===== src/rtl/downsample_pkg.sv =====
// Shared definitions for the downsample engine.
//   state_t    : frame sequencer states
//   MODE_AVG   : box-average each FACTOR x FACTOR block
//   MODE_DEC   : keep the top-left pixel of each block
//   log2_ceil  : ceiling log2 usable in parameter/localparam expressions
package downsample_pkg;

    typedef enum logic [2:0] {
        IDLE,
        RD_ADDR,
        RD_DATA,
        WRITE,
        DONE
    } state_t;

    localparam logic MODE_AVG = 1'b0;
    localparam logic MODE_DEC = 1'b1;

    function automatic int log2_ceil(input int unsigned value);
        int result;
        result = 0;
        for (int i = 0; i < 32; i++) begin
            if ((32'd1 << i) < value) result = i + 1;
        end
        return result;
    endfunction

endpackage


===== src/rtl/downsample_addr_gen.sv =====
// Block / intra-block / output counters and DRAM address arithmetic.
// Ports:
//   clock, reset_n       : clock and asynchronous active-low reset
//   clear                : zero every counter (start of frame)
//   pix_adv              : step to the next pixel inside the current block
//   blk_adv              : step to the next block, restart intra-block scan
//   dec_mode             : decimate mode, block is a single (top-left) pixel
//   src_addr, dst_addr   : current source read / destination write address
//   last_pixel_in_block  : current pixel is the last one read for this block
//   last_block           : current block is the last block of the frame
module downsample_addr_gen
    import downsample_pkg::*;
#(
    parameter int                IMG_WIDTH  = 16,
    parameter int                IMG_HEIGHT = 16,
    parameter int                FACTOR     = 2,
    parameter int                ADDR_W     = 16,
    parameter logic [ADDR_W-1:0] SRC_BASE   = '0,
    parameter logic [ADDR_W-1:0] DST_BASE   = ADDR_W'(32'h8000)
) (
    input  logic              clock,
    input  logic              reset_n,
    input  logic              clear,
    input  logic              pix_adv,
    input  logic              blk_adv,
    input  logic              dec_mode,
    output logic [ADDR_W-1:0] src_addr,
    output logic [ADDR_W-1:0] dst_addr,
    output logic              last_pixel_in_block,
    output logic              last_block
);

    localparam int LOG2F = log2_ceil(FACTOR);
    localparam int BLK_X = IMG_WIDTH / FACTOR;
    localparam int BLK_Y = IMG_HEIGHT / FACTOR;
    localparam int PW    = (LOG2F > 0) ? LOG2F : 1;
    localparam int BXW   = (log2_ceil(BLK_X) > 0) ? log2_ceil(BLK_X) : 1;
    localparam int BYW   = (log2_ceil(BLK_Y) > 0) ? log2_ceil(BLK_Y) : 1;

    localparam logic [PW-1:0]  P_LAST  = PW'(FACTOR - 1);
    localparam logic [BXW-1:0] BX_LAST = BXW'(BLK_X - 1);
    localparam logic [BYW-1:0] BY_LAST = BYW'(BLK_Y - 1);

    localparam logic [31:0] F32   = 32'(FACTOR);
    localparam logic [31:0] W32   = 32'(IMG_WIDTH);
    localparam logic [31:0] OW32  = 32'(BLK_X);
    localparam logic [31:0] SRC32 = 32'(SRC_BASE);
    localparam logic [31:0] DST32 = 32'(DST_BASE);

    logic [PW-1:0]  px, py;
    logic [BXW-1:0] bx;
    logic [BYW-1:0] by;

    logic [31:0] row, col, src_full, dst_full;

    always_ff @(posedge clock or negedge reset_n) begin
        if (!reset_n) begin
            px <= '0;
            py <= '0;
            bx <= '0;
            by <= '0;
        end else if (clear) begin
            px <= '0;
            py <= '0;
            bx <= '0;
            by <= '0;
        end else if (blk_adv) begin
            px <= '0;
            py <= '0;
            if (bx == BX_LAST) begin
                bx <= '0;
                by <= by + 1'b1;
            end else begin
                bx <= bx + 1'b1;
            end
        end else if (pix_adv) begin
            if (px == P_LAST) begin
                px <= '0;
                py <= py + 1'b1;
            end else begin
                px <= px + 1'b1;
            end
        end
    end

    // Decimation reads only the first pixel, so that pixel closes the block.
    assign last_pixel_in_block = dec_mode | ((px == P_LAST) && (py == P_LAST));
    assign last_block          = (bx == BX_LAST) && (by == BY_LAST);

    // 32-bit intermediates, truncated to ADDR_W so bases near the top wrap.
    always_comb begin
        row      = 32'(by) * F32 + 32'(py);
        col      = 32'(bx) * F32 + 32'(px);
        src_full = SRC32 + row * W32 + col;
        dst_full = DST32 + 32'(by) * OW32 + 32'(bx);
    end

    assign src_addr = src_full[ADDR_W-1:0];
    assign dst_addr = dst_full[ADDR_W-1:0];

endmodule


===== src/rtl/downsample_engine.sv =====
// Image downsampler: reads a source frame from DRAM block by block and
// writes one output pixel per FACTOR x FACTOR block (box average or
// top-left decimation).
// Ports:
//   clock, reset_n      : clock and asynchronous active-low reset
//   start, mode         : begin a frame; 0 = average, 1 = decimate
//   busy, done          : frame in progress / one-cycle completion pulse
//   DRAM_address        : read or write address
//   DRAM_input_data     : read data, valid the cycle after its address
//   DRAM_output_data    : write data
//   write_DRAM          : write strobe, one cycle per output pixel
//
// state   | meaning
// IDLE    | waiting for start
// RD_ADDR | source address of the current pixel on the bus
// RD_DATA | read data returned, folded into the accumulator
// WRITE   | one output pixel written, accumulator cleared
// DONE    | frame finished, done/busy update on the next edge
module downsample_engine
    import downsample_pkg::*;
#(
    parameter int                IMG_WIDTH  = 16,
    parameter int                IMG_HEIGHT = 16,
    parameter int                FACTOR     = 2,
    parameter int                DATA_W     = 8,
    parameter int                ADDR_W     = 16,
    parameter logic [ADDR_W-1:0] SRC_BASE   = '0,
    parameter logic [ADDR_W-1:0] DST_BASE   = ADDR_W'(32'h8000)
) (
    input  logic              clock,
    input  logic              reset_n,
    input  logic              start,
    input  logic              mode,
    output logic              busy,
    output logic              done,
    output logic [ADDR_W-1:0] DRAM_address,
    input  logic [DATA_W-1:0] DRAM_input_data,
    output logic [DATA_W-1:0] DRAM_output_data,
    output logic              write_DRAM
);

    if (IMG_WIDTH % FACTOR != 0) begin : g_bad_width
        $error("IMG_WIDTH must be a multiple of FACTOR");
    end
    if (IMG_HEIGHT % FACTOR != 0) begin : g_bad_height
        $error("IMG_HEIGHT must be a multiple of FACTOR");
    end
    if (FACTOR != 1 && FACTOR != 2 && FACTOR != 4 && FACTOR != 8) begin : g_bad_factor
        $error("FACTOR must be 1, 2, 4 or 8");
    end
    if (ADDR_W > 32) begin : g_bad_addr_w
        $error("ADDR_W must not exceed 32");
    end

    localparam int LOG2F = log2_ceil(FACTOR);
    localparam int SHIFT = 2 * LOG2F;
    localparam int ACC_W = DATA_W + SHIFT;

    state_t             state, state_nxt;
    logic               mode_q;
    logic [ACC_W-1:0]   acc;
    logic [ACC_W-1:0]   acc_avg;
    logic               clear, pix_adv, blk_adv;
    logic [ADDR_W-1:0]  src_addr, dst_addr;
    logic               last_pixel_in_block, last_block;

    downsample_addr_gen #(
        .IMG_WIDTH  (IMG_WIDTH),
        .IMG_HEIGHT (IMG_HEIGHT),
        .FACTOR     (FACTOR),
        .ADDR_W     (ADDR_W),
        .SRC_BASE   (SRC_BASE),
        .DST_BASE   (DST_BASE)
    ) u_addr_gen (
        .clock               (clock),
        .reset_n             (reset_n),
        .clear               (clear),
        .pix_adv             (pix_adv),
        .blk_adv             (blk_adv),
        .dec_mode            (mode_q),
        .src_addr            (src_addr),
        .dst_addr            (dst_addr),
        .last_pixel_in_block (last_pixel_in_block),
        .last_block          (last_block)
    );

    assign acc_avg = acc >> SHIFT;

    always_comb begin
        state_nxt        = state;
        clear            = 1'b0;
        pix_adv          = 1'b0;
        blk_adv          = 1'b0;
        DRAM_address     = '0;
        DRAM_output_data = '0;
        write_DRAM       = 1'b0;
        unique case (state)
            IDLE: begin
                if (start) begin
                    clear     = 1'b1;
                    state_nxt = RD_ADDR;
                end
            end
            RD_ADDR: begin
                DRAM_address = src_addr;
                state_nxt    = RD_DATA;
            end
            RD_DATA: begin
                DRAM_address = src_addr;
                if (last_pixel_in_block) begin
                    state_nxt = WRITE;
                end else begin
                    pix_adv   = 1'b1;
                    state_nxt = RD_ADDR;
                end
            end
            WRITE: begin
                DRAM_address     = dst_addr;
                write_DRAM       = 1'b1;
                DRAM_output_data = (mode_q == MODE_DEC) ? acc[DATA_W-1:0]
                                                        : acc_avg[DATA_W-1:0];
                if (last_block) begin
                    state_nxt = DONE;
                end else begin
                    blk_adv   = 1'b1;
                    state_nxt = RD_ADDR;
                end
            end
            DONE: begin
                state_nxt = IDLE;
            end
            default: begin
                state_nxt = IDLE;
            end
        endcase
    end

    // busy follows the next state so it rises right after the start edge;
    // done is registered off DONE so it lands together with busy falling.
    always_ff @(posedge clock or negedge reset_n) begin
        if (!reset_n) begin
            state  <= IDLE;
            mode_q <= MODE_AVG;
            acc    <= '0;
            busy   <= 1'b0;
            done   <= 1'b0;
        end else begin
            state <= state_nxt;
            busy  <= (state_nxt != IDLE);
            done  <= (state == DONE);
            unique case (state)
                IDLE: begin
                    if (start) begin
                        mode_q <= mode;
                        acc    <= '0;
                    end
                end
                RD_DATA: begin
                    acc <= (mode_q == MODE_DEC) ? ACC_W'(DRAM_input_data)
                                                : acc + ACC_W'(DRAM_input_data);
                end
                WRITE: begin
                    acc <= '0;
                end
                default: begin
                end
            endcase
        end
    end

endmodule


===== config.mk =====
export PLATFORM = sky130hd
export DESIGN_NAME = downsample_engine
export DESIGN_NICKNAME = d
export VERILOG_FILES = /design/src/rtl/downsample_pkg.sv /design/src/rtl/downsample_addr_gen.sv /design/src/rtl/downsample_engine.sv
export SDC_FILE = /design/constraint.sdc
export NUM_CORES = 1
export LEC_CHECK = 0
export BUFFER_PORTS_ARGS = -buffer_cell sky130_fd_sc_hd__clkbuf_2
export CAP_MARGIN = 20
export CORE_MARGIN = 2
export CORE_UTILIZATION = 50
export DETAILED_ROUTE_END_ITERATION = 6
export GPL_TIMING_DRIVEN = 0
export HOLD_SLACK_MARGIN = 0.06
export MAX_ROUTING_LAYER = met4
export PLACE_DENSITY_LB_ADDON = 0.05
export SLEW_MARGIN = 25
export SYNTH_ARGS = -nofsm -noshare
export SYNTH_HDL_FRONTEND = slang
export SYNTH_SLANG_ARGS = --single-unit
export TNS_END_PERCENT = 50

===== constraint.sdc =====
create_clock -name clock -period 2.61 [get_ports clock]
set_clock_uncertainty 0.2 [all_clocks]
set_input_delay 0.783 -clock clock [delete_from_list [all_inputs] [get_ports clock]]
set_output_delay 0.783 -clock clock [all_outputs]
set_load 0.005 [all_outputs]

# [After elaboration in Yosys (flattened, before gate mapping)]
# Index checks and enable logic that the tools add are counted.
[totals] input_bits=12 ff_bits=24 output_inout_bits=27 word_cells=72
[classes] reduce_logical=14 mux=31 addsub=10 eq_ne=7 bitwise=1
[op_table] operator="16-bit one-hot mux with 2 select lines" count=1
[op_table] operator="10-bit one-hot mux with 3 select lines" count=1
[op_table] operator="3-bit two-way mux" count=8
[op_table] operator="10-bit two-way mux" count=2
[op_table] operator="16-bit adder" count=1
[op_table] operator="16-bit by 3-bit adder with 16-bit output" count=1
[op_table] operator="16-bit by 6-bit adder with 16-bit output (first input constant)" count=1
[op_table] operator="8-bit two-way mux" count=2
[op_table] operator="1-bit two-way mux" count=15
[op_table] operator="3-bit one-hot mux with 4 select lines" count=1
[op_table] operator="3-bit nonzero test" count=4
[op_table] operator="10-bit by 8-bit adder with 10-bit output" count=1
[op_table] operator="4-bit by 1-bit adder with 5-bit output" count=2
[op_table] operator="3-bit == test (second input constant)" count=3
[op_table] operator="2-bit AND reduction" count=4
[op_table] operator="3-bit by 1-bit adder with 3-bit output (second input constant)" count=2
[op_table] operator="3-bit by 2-bit == test with 1-bit output (second input constant)" count=2
[op_table] operator="2-bit nonzero test" count=2
[op_table] operator="3-bit by 1-bit == test with 1-bit output (second input constant)" count=1
[op_table] operator="3-bit zero test" count=1
[op_table] operator="1-bit adder (second input constant)" count=2
[op_table] operator="1-bit logical AND" count=2
[op_table] operator="2-bit two-way mux" count=1
[op_table] operator="2-bit != test (second input constant)" count=1
[op_table] operator="2 further kinds" count=2

# [Longest topological paths before layout]
[logic_depth] ltp_word=7 depth_mapped=7 mapped_depth_nobuf=7

# [Hierarchy]
# From an unflattened synthesis, not the netlist that was laid out.
[unflattened] cells_unflattened=211 hier_area_um2=1959.4
[by_module_without_submodules] module="downsample_engine" cells_each=147 seq_area_each_um2=400.4 instances=1 area_each_um2=1326.3
[by_module_without_submodules] module="downsample_addr_gen" cells_each=64 seq_area_each_um2=200.2 instances=1 area_each_um2=633.1

# [Worst setup path before layout]
# Ideal clock, no wire load.
[synth_path] kind="input-to-reg" from="input DRAM_input_data[0]" to="register acc[6]" arrival_ns=2.059 stages=7 required_ns=2.284 setup_slack_ns=0.225 setup_time_ns=0.126 path_buffers=0 cell_sequence="ha_1 fa_1 a21oi_1 o21ai_1 a21oi_1 xor2_1 o21ai_1"
[synth_via] elab_chain_cells=3
[synth_rtl] item="from (decl)" line_no="downsample_engine.sv:37" source="input logic [DATA_W-1:0] DRAM_input_data,"
[synth_rtl] item="10-bit by 8-bit adder with 10-bit output" line_no="downsample_engine.sv:160" source=": acc + ACC_W'(DRAM_input_data);"
[synth_rtl] item="10-bit two-way mux" line_no="downsample_engine.sv:159" source="acc <= (mode_q == MODE_DEC) ? ACC_W'(DRAM_input_data)"
[synth_rtl] item="10-bit one-hot mux with 3 select lines" line_no="downsample_engine.sv:151" source="unique case (state)"
[synth_rtl] item="to (signal assigned)" line_no="downsample_engine.sv:159"
[synth_rtl] item="to (decl)" line_no="downsample_engine.sv:61" source="logic [ACC_W-1:0] acc;"
# Every way passes these cells.
# A chain may end at the register's enable or synchronous reset.

# [Worst setup path after layout]
[layout_path] from="register state[1]" to="output DRAM_address[4]"
[layout_via] elab_chain_cells=3 elab_cells_between_ends=5
[layout_rtl] item="from (decl)" line_no="downsample_engine.sv:59" source="state_t state, state_nxt;"
[layout_rtl] item="from (signal assigned)" line_no="downsample_engine.sv:148" source="state <= state_nxt;"
[layout_rtl] item="3-bit by 2-bit == test with 1-bit output / 3-bit by 1-bit == test with 1-bit output (equally long branches)" line_no="downsample_engine.sv:97" source="unique case (state)"
[layout_rtl] item="2-bit OR reduction (no line)"
[layout_rtl] item="16-bit one-hot mux with 2 select lines (*)" line_no="downsample_engine.sv:97"
[layout_rtl] item="to (decl)" line_no="downsample_engine.sv:36" source="output logic [ADDR_W-1:0] DRAM_address,"
# Every way passes the cells marked *; elsewhere a longest branch is shown, timed or not.

==> reports/metrics.cfg <==
[clock_network]
clock_path_buffers=2
htree_num_levels=1
clock_latency_ps=270
clockRootBuffer=clkbuf_8
numCtsBuffers=3
cts_hold_buf=0
path_clk_slew_ps=90
cts_tree=built
cts_sinks=24

[setup_path]
cp.required_ps=1630
slowest_delay_ps=370
endpoint_kind=output port
crit_family=buffers and inverters
r2r_slack_ps=380
crit_slowest_cell=dfrtp_1
path_cells=buf_6 -> buf_8 -> mux2_2 -> a22oi_2 -> nor2_1 -> clkbuf_2
crit_arrival_ps=1560
cp_num_buf_inv=3
crit_type=flop to output port
start_kind=flop
crit_path_max_fanout=10

[timing]
fin_crit_ps=2547
tightest_slew_ps=637.1
finalSetupTns_ps=0
slew_headroom=0.5753
rsz0062_at_grt=yes
report.final.slew_viol_count=0
fmax_mhz=392.6
finalHoldViolCount=0
setup_viol=0
fin_crit_sh=0.9759

[grt]
antenna_found_initial=0
grt_pass1_vias=1560
grt_overflow=0
track_usage=0.2209
grt_pass1_wl_microns=7141
grt_max_degree=25

[floorplan]
initial_core_util=0.5094
num_rows=22
die_w_microns=64.61
fp.dieH_microns=64.61
io_pins=39
die_area_sq_um=4174
core_sq_um=3606

[flow_run]
cap_violations=0

[drt]
first_pass_iters=4
vias=1610
wl_per_cell_microns=14.27
ant_nets=0
first_iter_violations=88
routed_wl_microns=4110
drc=0
viasPerCell=5.590

[synthesis]
yosysMostFrequentCell=nor2_1
yosys.area_share.simple=0.1826
synthXorXnorAreaFrac=0.02384
netlist_top_cells_count=26 x nor2_1, 24 x dfrtp_1, 15 x a21oi_1, 15 x mux2i_1, 14 x nand2_1
synth_seq_cells=24
synthMuxAreaShare=0.1124
ys_top_cells_by_area=dfrtp_1 33%, ha_1 8.2%, mux2i_1 8.2%
synth_top_cell_by_area=dfrtp_1
async_flop_share=1.000
yosysWarnings=0
synth_compound_area_frac=0.1873
synthesis.area_sq_um=1837
synth_top_family_by_area=compound AO/OA/AOI/OAI gates
yosysTopAreaCellShare=0.3270
syn_avg_cell_area_sq_um=9.277
synthFlopType=dfrtp_1
synthAdderAreaFrac=0.09264
syn_inst=198
synth.distinct_cells=48
yosysSeqAreaShare=0.3270
synth_edf_count=0

[place]
portBuffers=31
gp_congestion=0.9392
postPlaceCellArea_sq_um=2074
dp_hpwl_microns=3058
dp_cells=283

[layout]
area_growth_pct=19.21
diodes=0
drive_above_1_share=0.2708
n_fill_cell=329
nets=266
instances_no_fill=288
final_area_sq_um=2190

[run_status]
outcome=finished, final reports clean

[pwr]
power.total_mw=2.217
p_per_area_nw_per_um2=1013
max-vdd-ir-drop_mv=0.3860
p_leak_nw=1.105

[hold_path]
hold_class=primary input to asynchronous set/reset pin

[logic make-up (layout without fill, tap and decap cells)]
family	count (synthesis)	count (layout)
AOI/OAI and AO/OA	51	51
xor gates and xnor gates	5	5
adders and majority gates	13	13
buffers and inverters	21	57
DFF	24	24
muxes	20	20
other	1	7
and+or+nand+nor	63	63
[stage by stage]
step                      hold WS [ps]  utilization  setup slack, ps
after floorplan                  281.1            -            224.5
final                            314.9       0.6072            62.96
after detailed placement         313.6       0.5753           -144.7
after CTS                        334.8       0.5999           -36.28
after global placement           296.8       0.5753           -100.6
after global routing             352.2       0.6072           -28.63
[cells in the final DEF, fill, tap and decap left out, types with 2 or more instances in the layout]
cell / n
buf_6: 3
a32oi_1: 5
inv_1: 4
and2_1: 4
nand2b_1: 2
nand2_1: 14
dfrtp_1: 23
nor2_1: 26
o21ai_1: 11
conb_1: 7
clkbuf_4: 2
clkbuf_8: 3
mux2i_1: 15
a211oi_1: 3
buf_4: 11
nand3_1: 3
xor2_1: 3
mux2_2: 2
a31oi_1: 2
mux2_1: 3
clkbuf_2: 31
nor2b_1: 4
xnor2_1: 2
ha_1: 12
a22o_1: 2
a21oi_1: 14
[cell type report]
| class | instances | area [sq um] | share of cell area |
|---|---|---|---|
| well taps | 48 | 60.06 | 0.02743 |
| inverters | 4 | 15.01 | 0.006857 |
| repair buffers | 33 | 170.2 | 0.07771 |
| plain buffers | 16 | 136.4 | 0.06229 |
| clock inverters | 1 | 30.03 | 0.01371 |
| flip-flops and latches | 24 | 601.8 | 0.2749 |
| multi-input cells | 159 | 1135 | 0.5183 |
| clock buffers | 3 | 41.29 | 0.01886 |
[final timing paths]
| kind | cells after the start | end | startpoint |
|---|---|---|---|
| max | 6 | DRAM_address[4] | state[1] |
| min | 1 | acc[1] | reset_n |
| max reg2reg | 7 | acc[8] | acc[0] |
| min reg2reg | 2 | acc[0] | acc[0] |
| max in group asynchronous | 1 | state[2] | reset_n |
| min in group clock | 2 | acc[0] | acc[0] |
[flip-flops by register name (all words and copies together), names as in the netlist]
register / count
acc: 10
busy: 1
done: 1
mode_q: 1
state: 3
u_addr_gen.bx: 3
u_addr_gen.by: 3
u_addr_gen.px: 1
u_addr_gen.py: 1
[timing repair]
item	CTS	global route
pin swaps	1	0
resized for setup	3	10
buffers inserted	2	0
setup endpoints to repair	13	14
[routing by layer]
| layer | track usage | vias to the layer above | wire, microns |
|---|---|---|---|
| met4 | 0.05851 | 0 | 39 |
| met5 | - | - | 0 |
| met1 | 0.2890 | 780 | 1877 |
| met3 | 0.02604 | 4 | 178 |
| met2 | 0.3659 | 45 | 2014 |
| li1 | - | 781 | - |
[power by group]
part | switching [mW] | total [mW] | internal [mW]
logic | 0.689 | 1.28 | 0.592
registers | 0.121 | 0.602 | 0.481
clock network | 0.129 | 0.334 | 0.205
total | 0.939 | 2.22 | 1.28
Note: power is estimated with default switching activity, not from simulation.
